`src/rtl/uio_bus_scheduler_if.sv`:
```
// Bundle of the requester handshake and the uio pad bus shared by the scheduler
// and the surrounding user logic / pad ring.
interface uio_bus_scheduler_if #(
  parameter int unsigned NUM_REQ = 4,
  parameter int unsigned IDW     = $clog2(NUM_REQ)
);
  logic                 ena;
  logic [NUM_REQ-1:0]   req;
  logic [NUM_REQ-1:0]   wr;
  logic [8*NUM_REQ-1:0] wdata;
  logic [7:0]           uio_in;
  logic [7:0]           uio_out;
  logic [7:0]           uio_oe;
  logic [NUM_REQ-1:0]   gnt;
  logic                 done;
  logic [IDW-1:0]       done_id;
  logic [7:0]           rdata;

  // User logic and pad side.
  modport master (
    output ena, req, wr, wdata, uio_in,
    input  uio_out, uio_oe, gnt, done, done_id, rdata
  );

  // Scheduler side.
  modport slave (
    input  ena, req, wr, wdata, uio_in,
    output uio_out, uio_oe, gnt, done, done_id, rdata
  );
endinterface

```
`src/rtl/uio_bus_scheduler.sv`:
```
// Round-robin scheduler time-sharing the 8-bit bidirectional uio pad bus between
// NUM_REQ requesters. Inserts one turnaround cycle on every direction change and
// returns read data with a done pulse. All outputs come straight from flops.
module uio_bus_scheduler #(
  parameter int unsigned NUM_REQ = 4,
  parameter int unsigned HOLD    = 2,
  parameter int unsigned IDW     = $clog2(NUM_REQ)
) (
  input logic                 clk,
  input logic                 rst_n,
  uio_bus_scheduler_if.slave  bus
);

  localparam int unsigned CntW = (HOLD > 1) ? $clog2(HOLD) : 1;

  typedef enum logic [1:0] {StIdle, StTurn, StXfer, StDone} state_e;

  state_e             state_q, state_d;
  logic [IDW-1:0]     idx_q, idx_d;
  logic               wr_q, wr_d;
  logic [7:0]         byte_q, byte_d;
  logic [IDW-1:0]     rr_ptr_q, rr_ptr_d;
  logic               dir_q, dir_d;
  logic [CntW-1:0]    hold_cnt_q, hold_cnt_d;
  logic [NUM_REQ-1:0] gnt_q, gnt_d;
  logic               done_q, done_d;
  logic [IDW-1:0]     done_id_q, done_id_d;
  logic [7:0]         rdata_q, rdata_d;
  logic [7:0]         uio_out_q, uio_out_d;
  logic [7:0]         uio_oe_q, uio_oe_d;

  logic               found;
  logic [IDW-1:0]     win;

  // Round-robin pick: first set req bit scanning upward from rr_ptr+1, wrapping.
  always_comb begin
    found = 1'b0;
    win   = '0;
    for (int unsigned k = 1; k <= NUM_REQ; k++) begin
      logic [IDW-1:0] cand;
      cand = IDW'((32'(rr_ptr_q) + k) % NUM_REQ);
      if (!found && bus.req[cand]) begin
        found = 1'b1;
        win   = cand;
      end
    end
  end

  // Next-state logic; registered outputs are derived from the next state.
  always_comb begin
    state_d    = state_q;
    idx_d      = idx_q;
    wr_d       = wr_q;
    byte_d     = byte_q;
    rr_ptr_d   = rr_ptr_q;
    dir_d      = dir_q;
    hold_cnt_d = hold_cnt_q;
    rdata_d    = rdata_q;
    done_id_d  = done_id_q;

    unique case (state_q)
      StIdle: begin
        hold_cnt_d = '0;
        if (bus.ena && found) begin
          idx_d    = win;
          wr_d     = bus.wr[win];
          byte_d   = bus.wdata[win*8 +: 8];
          rr_ptr_d = win;
          state_d  = (bus.wr[win] != dir_q) ? StTurn : StXfer;
        end
      end
      StTurn: begin
        dir_d   = wr_q;
        state_d = StXfer;
      end
      StXfer: begin
        if (hold_cnt_q == CntW'(HOLD - 1)) begin
          state_d = StDone;
          if (!wr_q) rdata_d = bus.uio_in;
        end else begin
          hold_cnt_d = hold_cnt_q + 1'b1;
        end
      end
      StDone: begin
        state_d = StIdle;
      end
      default: state_d = StIdle;
    endcase

    gnt_d     = (state_d != StIdle) ? ({{(NUM_REQ-1){1'b0}}, 1'b1} << idx_d) : '0;
    done_d    = (state_d == StDone);
    if (state_d == StDone) done_id_d = idx_d;
    uio_oe_d  = (state_d == StXfer && wr_d) ? 8'hFF : 8'h00;
    uio_out_d = (state_d == StXfer && wr_d) ? byte_d : 8'h00;
  end

  // State and output registers; reset forces the pads to input immediately.
  always_ff @(posedge clk or negedge rst_n) begin
    if (!rst_n) begin
      state_q    <= StIdle;
      idx_q      <= '0;
      wr_q       <= 1'b0;
      byte_q     <= 8'h00;
      rr_ptr_q   <= IDW'(NUM_REQ - 1);
      dir_q      <= 1'b0;
      hold_cnt_q <= '0;
      gnt_q      <= '0;
      done_q     <= 1'b0;
      done_id_q  <= '0;
      rdata_q    <= 8'h00;
      uio_out_q  <= 8'h00;
      uio_oe_q   <= 8'h00;
    end else begin
      state_q    <= state_d;
      idx_q      <= idx_d;
      wr_q       <= wr_d;
      byte_q     <= byte_d;
      rr_ptr_q   <= rr_ptr_d;
      dir_q      <= dir_d;
      hold_cnt_q <= hold_cnt_d;
      gnt_q      <= gnt_d;
      done_q     <= done_d;
      done_id_q  <= done_id_d;
      rdata_q    <= rdata_d;
      uio_out_q  <= uio_out_d;
      uio_oe_q   <= uio_oe_d;
    end
  end

  assign bus.gnt     = gnt_q;
  assign bus.done    = done_q;
  assign bus.done_id = done_id_q;
  assign bus.rdata   = rdata_q;
  assign bus.uio_out = uio_out_q;
  assign bus.uio_oe  = uio_oe_q;

endmodule

```
`src/flat_wrapper.sv`:
```
// flat-port wrapper written by rule: the top's interface ports become plain ports
module uio_bus_scheduler_flat 
#(
  parameter int unsigned NUM_REQ = 4,
  parameter int unsigned HOLD    = 2,
  parameter int unsigned IDW     = $clog2(NUM_REQ)
)
  (clk, rst_n, bus_ena, bus_req, bus_wr, bus_wdata, bus_uio_in, bus_uio_out, bus_uio_oe, bus_gnt, bus_done, bus_done_id, bus_rdata);
  uio_bus_scheduler_if #(.NUM_REQ(NUM_REQ), .IDW(IDW)) bus_i ();
  input logic clk;
  input logic rst_n;
  input wire logic [$bits(bus_i.ena)-1:0] bus_ena;
  input wire logic [$bits(bus_i.req)-1:0] bus_req;
  input wire logic [$bits(bus_i.wr)-1:0] bus_wr;
  input wire logic [$bits(bus_i.wdata)-1:0] bus_wdata;
  input wire logic [$bits(bus_i.uio_in)-1:0] bus_uio_in;
  output wire logic [$bits(bus_i.uio_out)-1:0] bus_uio_out;
  output wire logic [$bits(bus_i.uio_oe)-1:0] bus_uio_oe;
  output wire logic [$bits(bus_i.gnt)-1:0] bus_gnt;
  output wire logic [$bits(bus_i.done)-1:0] bus_done;
  output wire logic [$bits(bus_i.done_id)-1:0] bus_done_id;
  output wire logic [$bits(bus_i.rdata)-1:0] bus_rdata;
  assign bus_i.ena = bus_ena;
  assign bus_i.req = bus_req;
  assign bus_i.wr = bus_wr;
  assign bus_i.wdata = bus_wdata;
  assign bus_i.uio_in = bus_uio_in;
  assign bus_uio_out = bus_i.uio_out;
  assign bus_uio_oe = bus_i.uio_oe;
  assign bus_gnt = bus_i.gnt;
  assign bus_done = bus_i.done;
  assign bus_done_id = bus_i.done_id;
  assign bus_rdata = bus_i.rdata;
  uio_bus_scheduler #(.NUM_REQ(NUM_REQ), .HOLD(HOLD), .IDW(IDW)) u_core (.clk(clk), .rst_n(rst_n), .bus(bus_i));
endmodule
```
`config.mk`:
```
export PLATFORM = sky130hd
export DESIGN_NAME = uio_bus_scheduler_flat
export DESIGN_NICKNAME = d
export VERILOG_FILES = /design/src/rtl/uio_bus_scheduler_if.sv /design/src/rtl/uio_bus_scheduler.sv /design/src/flat_wrapper.sv
export SDC_FILE = /design/constraint.sdc
export NUM_CORES = 1
export LEC_CHECK = 0
export BUFFER_PORTS_ARGS = -buffer_cell sky130_fd_sc_hd__buf_4
export CORE_ASPECT_RATIO = 1.2
export CORE_MARGIN = 5
export CORE_UTILIZATION = 48
export DETAILED_ROUTE_END_ITERATION = 7
export GPL_TIMING_DRIVEN = 0
export PLACE_DENSITY = 0.8
export SYNTH_ARGS = -nofsm -noshare
export SYNTH_HDL_FRONTEND = slang
export SYNTH_SLANG_ARGS = --single-unit
```
`constraint.sdc`:
```
create_clock -name clk -period 2.6 [get_ports clk]
set_input_delay 0.52 -clock clk [delete_from_list [all_inputs] [get_ports clk]]
set_output_delay 0.52 -clock clk [all_outputs]
set_load 0.05 [all_outputs]
```
==> reports/metrics.csv, run 1 <==
metric,value,unit
grt_pass1_vias,1609,
diodes,0,
wire_per_inst,15.03,um
grt_pass1_wl,7.369,mm
overflow,0,
globalRouteTotalUtil,17.96,%
hpwlAfterDp,3.402,mm
top_usage_layer,met2,
power.density,1303,nW/um^2
period_minus_slack,2.081,ns
fp.dieArea,5556,sq um
max_freq,480.5,MHz
p_leak,1.376,nW
worstSkewPairLatency,0.30,ns
die_x,68.88,um
path_cells,inv_1 -> a221oi_2 -> o32ai_4 -> mux2i_2 -> a31oi_4 -> a211oi_2,
hold_path_class,in -> async,
final_common_cell,buf_4,
gr-usage-met3,3.916,%
drt-initial-drc-count,62,
rsz0062_at_grt,no,
cp-end-kind,flip-flop,
synth-edff-count,0,
irDropWorstVdd,651.2,uV
path_max_fanout,10,
final-setup-viol-count,0,
io_buffers,81,
yosysSeqAreaShare,51.50,%
syn_area_per_cell,12.25,sq um
whs,0.1906,ns
place_congestion,0.7991,
cts.repair.resized,0,
cts_buffer_depth,2,
ys_types,37,
rrSetupSlack,0.52,ns
post_cts_buffers,0,
synth_xor_area_share,0.4386,%
viasPerCell,5.134,
fin_area,2759,sq um
skew,0.005806,ns
synthFlopType,dfrtp_1,
regArea,1028,sq um
required,2.81,ns
synthArstFlopShare,100.0,%
start_util,50.27,%
fin_crit_sh,80.04,%
coreArea,3973,sq um
start_kind,flip-flop,
grt_max_degree,42,
cts_hold_buf,0,
synthSimpleGateAreaFrac,7.707,%
cts_buffers,5,
clk_pin_slew_worst_paths,0.08,ns
slowest_stage,dfstp_2,
synthMuxAreaShare,16.35,%
totalWireLength,4.599,mm
relSlewSlack,56.93,%
slew_violations,0,
cts.sinks,41,
cap_violations,0,
vias,1571,
fin_nets,305,
hold_viol_final,0,
cts_tree,yes,
drcViolationCount,0,
synth_fa_ha_area_share,1.880,%
dr.pass1.iters,4,
antenna_found_initial,0,
mappedNetlistArea,1997,sq um
cp.arrival,2.30,ns
syn_nets,217,
slowest_delay,0.54,ns
drive_gt1_share,53.97,%
synth_top_family_by_area,compound AO/OA/AOI/OAI gates,
die_y,80.66,um
path_class,reg -> reg,
met1_usage,21.89,%
synth_compound_area_share,16.92,%
cts_max_level,2,
root_buffer,clkbuf_8,
status,"finished, final reports clean",
synth.area.top_cells,"dfrtp_1 49%, mux2_2 10%, mux2i_1 5.5%",
synth_top_cell_area_share,48.87,%
tightestPinTransition,0.6460,ns
ioPinCount,82,
final_cell_mix,"88 x buf_4, 39 x dfrtp_1, 18 x mux2_2",
ys_warn_count,0,
ys_ff_latch,41,
tns,0,ns
multi_input_area,864.6,sq um
dpl-instance-area,2673,sq um
n_fill_cell,309,
row_count,25,
area_delta_synth_final,38.16,%
ant_nets,0,
power,3.595,mW
synthCells,163,
synth_area_leader_cell,dfrtp_1,
grt_use_met2,30.25,%
[routing by layer]
metal	vias to the layer above	part of all wire (%)
met1	758	39
met5	-	0
met4	0	1.5
li1	756	-
met3	7	7.1
met2	50	52
[synthesized netlist by cell type, types with 2 or more instances]
master and count:
ha_1 3, o21ai_0 2, inv_2 2, buf_4 7
mux2i_1 11, and3_1 2, dfrtp_1 39, nand2_1 8
inv_1 6, a211o_1 2, nand2b_1 5, mux2_2 18
o22ai_1 9, dfstp_2 2, nor2_1 8, a21oi_1 10
buf_2 2, a211oi_2 8
[kinds of logic (layout without fill, tap and decap cells)]
group                      Yosys count  count (layout)
DFF                                 41              41
buffers and inverters               18             107
muxes                               30              30
AOI/OAI and AO/OA                   39              39
xor gates and xnor gates             1               1
and+or+nand+nor                     31              31
adders and majority gates            3               3
[sequential cells by signal, indices dropped and copies added, names as in the netlist, 2 cells and up]
signal              count
u_core.bus.uio_out      8
u_core.byte_q           8
u_core.rr_ptr_q         2
u_core.bus.done_id      2
u_core.idx_q            2
u_core.state_q          2
u_core.bus.rdata        8
u_core.bus.gnt          4
[worst paths after layout]
path | startpoint | end | cells after the start
worst max-delay path | u_core.rr_ptr_q[0]$_DFFE_PN1P_ | u_core.bus.uio_out[4]$_DFF_PN0_ | 6
worst min-delay path | rst_n | u_core.bus.uio_out[7]$_DFF_PN0_ | 1
worst max register to register | u_core.rr_ptr_q[0]$_DFFE_PN1P_ | u_core.bus.uio_out[4]$_DFF_PN0_ | 6
worst min register to register | u_core.bus.rdata[7]$_DFFE_PN0P_ | u_core.bus.rdata[7]$_DFFE_PN0P_ | 1
max in group asynchronous | rst_n | u_core.rr_ptr_q[0]$_DFFE_PN1P_ | 1
min in group clk | bus_uio_in[4] | u_core.bus.rdata[4]$_DFFE_PN0P_ | 2
[worst max-delay path, delay by kind of cell (launching register included)]
kind	cells	cell delay, ns
DFF	1	0.54
muxes	1	0.41
AOI/OAI and AO/OA	4	0.98
buffers and inverters	1	0.06
[area by class of cell]
class / count / share of cell area [%]
clock inverters: 3 / 0.6349
inverters: 8 / 1.088
clock buffers: 5 / 2.494
plain buffers: 10 / 2.676
flip-flops and latches: 41 / 37.28
well taps: 54 / 2.449
repair buffers: 81 / 22.04
multi-input cells: 104 / 31.34
[power by group]
part	internal [mW]	switching, mW	leakage [nW]
clock	0.185	0.223	0.0439
combinational	0.788	1.33	0.832
sequential	0.937	0.134	0.501
total	1.91	1.68	1.38
[per-stage QoR]
step | setup slack, ns | util [%] | std cells
2_1_floorplan | 0.6367 | - | 163
3_3_place_gp | 0.2407 | 67.28 | 298
3_5_place_dp | 0.2156 | 67.28 | 298
4_1_cts | 0.4953 | 69.45 | 306
5_1_grt | 0.3435 | 69.45 | 306
6_report | 0.5189 | 69.45 | 306
Note: power is estimated with default switching activity, not from simulation.
==> run 2: changes to the inputs <==
Settings changed: CORE_UTILIZATION 48 to 43, PLACE_DENSITY 0.8 to 0.75.
Clock period 2.6 ns to 1.8 ns, I/O delays scaled along.
==> reports/metrics.csv, run 2 (synthesis gave the netlist of run 1 again) <==
metric,value,unit,change
dp_cells,302,,+1.3%
place_congestion,0.7094,,-11%
multi_input_area,1037,sq um,+20%
vias,1643,,+4.6%
totalWireLength,4.894,mm,+6.4%
viasPerCell,5.071,,-1.2%
dr.pass1.iters,4,,unchanged
cts_buffer_depth,2,,unchanged
final_cell_count_no_fill,324,,+5.9%
path_max_fanout,5,,-5
fp.dieArea,6113,sq um,+10%
status,"complete, but fails checks",,
worstSkewPairLatency,0.29,ns,about the same
overflow,0,,unchanged
period_minus_slack,1.932,ns,-0.1487 ns
die_y,84.65,um,+5.0%
hold_path_class,in -> async,,
fin_nets,319,,+4.6%
relSlewSlack,66.04,%,+9.1 points
coreArea,4561,sq um,+15%
swShare,44.71,%,-2.1 points
combPwrFrac,63.5,%,+4.7 points
area_delta_synth_final,54.89,%,
power.density,1909,nW/um^2,+47%
path_class,reg -> reg,,
p_leak,1.504,nW,+9.3%
drcViolationCount,0,,unchanged
cts_max_level,2,,unchanged
max_freq,517.5,MHz,+7.7%
cts_buffers,5,,unchanged
fin_util,67.82,%,-1.6 points
irDropWorstVdd,757.9,uV,+16%
cts.sinks,41,,unchanged
dpl-instance-area,2681,sq um,+0.33%
drt-initial-drc-count,51,,-18%
final-setup-viol-count,22,,+22
n_fill_cell,382,,+24%
die_x,72.21,um,+4.8%
fin_crit_sh,107.4,%,+27 points
rsz0062_at_grt,yes,,
antenna_found_initial,0,,unchanged
whs,0.03635,ns,-0.1542 ns
cts_tree,yes,,
hpwlAfterDp,3.389,mm,-0.39%
cts_hold_buf,0,,unchanged
final_cell_mix,"99 x buf_4, 39 x dfrtp_1, 15 x mux2_2",,
grt_max_degree,42,,unchanged
power.net_switching,2.640,mW,+57%
p_int,3.265,mW,+71%
start_util,43.79,%,-6.5 points
regArea,1028,sq um,unchanged
row_count,27,,+8.0%
grt_pass1_wl,7.914,mm,+7.4%
diodes,0,,unchanged
seqPwrFrac,26.7,%,-3.1 points
wire_per_inst,15.10,um,+0.50%
drive_gt1_share,64.66,%,+11 points
ant_nets,0,,unchanged
tns,-1.095,ns,-1.095 ns
ioPinCount,82,,unchanged
power,5.904,mW,+64%
layout_setup_ws,-0.1323,ns,-0.6513 ns
cp.arrival,2.09,ns,-0.21 ns
root_buffer,clkbuf_8,,
clk_pin_slew_worst_paths,0.08,ns,about the same
required,1.96,ns,-0.85 ns
globalRouteTotalUtil,16.54,%,-1.4 points
start_kind,flip-flop,,
io_buffers,81,,unchanged
violations,negative setup slack,,
p_clk_share,9.9,%,-1.5 points
fin_area,3093,sq um,+12%
slew_violations,0,,unchanged
final_common_cell,buf_4,,
tightestPinTransition,0.5094,ns,-0.1366 ns
grt_pass1_vias,1719,,+6.8%
skew,0.007483,ns,+0.001677 ns
hold_viol_final,0,,unchanged
dp_slack,-0.4636,ns,-0.6792 ns
cap_violations,0,,unchanged
cp-end-kind,flip-flop,,
-- run 2: final cells by class --
cell class | instances | area share [%]
tap | 58 | 2.346
timing repair buffer | 95 | 24.68
multi-input combinational | 104 | 33.54
inverter | 8 | 0.9709
clock inverter | 1 | 0.2832
buffer | 10 | 2.468
clock buffer | 7 | 2.468
sequential | 41 | 33.25
-- run 2: what timing repair did --
action,CTS,global route
pin swaps,3,2
buffers inserted,11,3
setup endpoints to repair,28,28
resized for setup,10,23
-- run 2: per-layer routing --
layer	vias up	track usage, %	share of wire, %
met5	-	0	0
li1	785	-	-
met3	9	3.713	6.5
met2	53	27.92	54
met4	0	7.009	2.2
met1	796	19.92	38
-- run 2: final timing paths --
path | slack (ns) | cells past startpoint | endpoint | start
min in group clk | 0.30 | 2 | u_core.bus.rdata[0]$_DFFE_PN0P_ | bus_uio_in[0]
max in group asynchronous | 1.40 | 1 | u_core.rr_ptr_q[0]$_DFFE_PN1P_ | rst_n
min reg2reg | 0.49 | 2 | u_core.bus.done_id[1]$_DFFE_PN0P_ | u_core.bus.done_id[1]$_DFFE_PN0P_
max | -0.13 | 7 | u_core.byte_q[0]$_DFF_PN0_ | u_core.rr_ptr_q[0]$_DFFE_PN1P_
min | 0.04 | 1 | u_core.bus.uio_out[2]$_DFF_PN0_ | rst_n
max reg2reg | -0.13 | 7 | u_core.byte_q[0]$_DFF_PN0_ | u_core.rr_ptr_q[0]$_DFFE_PN1P_
-- run 2: power groups by stage --
stage / sequential (mW) / combinational, mW / clock [mW]
6_report: 1.58 / 3.75 / 0.582
4_1_cts: 1.56 / 3.47 / 0.589
3_5_place_dp: 1.57 / 3.07 / 0
2_1_floorplan: 2.32 / 1.48 / 0
3_3_place_gp: 1.55 / 3.04 / 0
5_1_grt: 1.63 / 4.00 / 0.625
-- run 2: critical path: stages (launching register included) --
cell      delay [ns]
dfstp_2         0.55
inv_2           0.05
a221oi_4        0.27
o32ai_4         0.19
buf_12          0.17
mux2_2          0.26
o22ai_1         0.23
a21oi_1         0.08
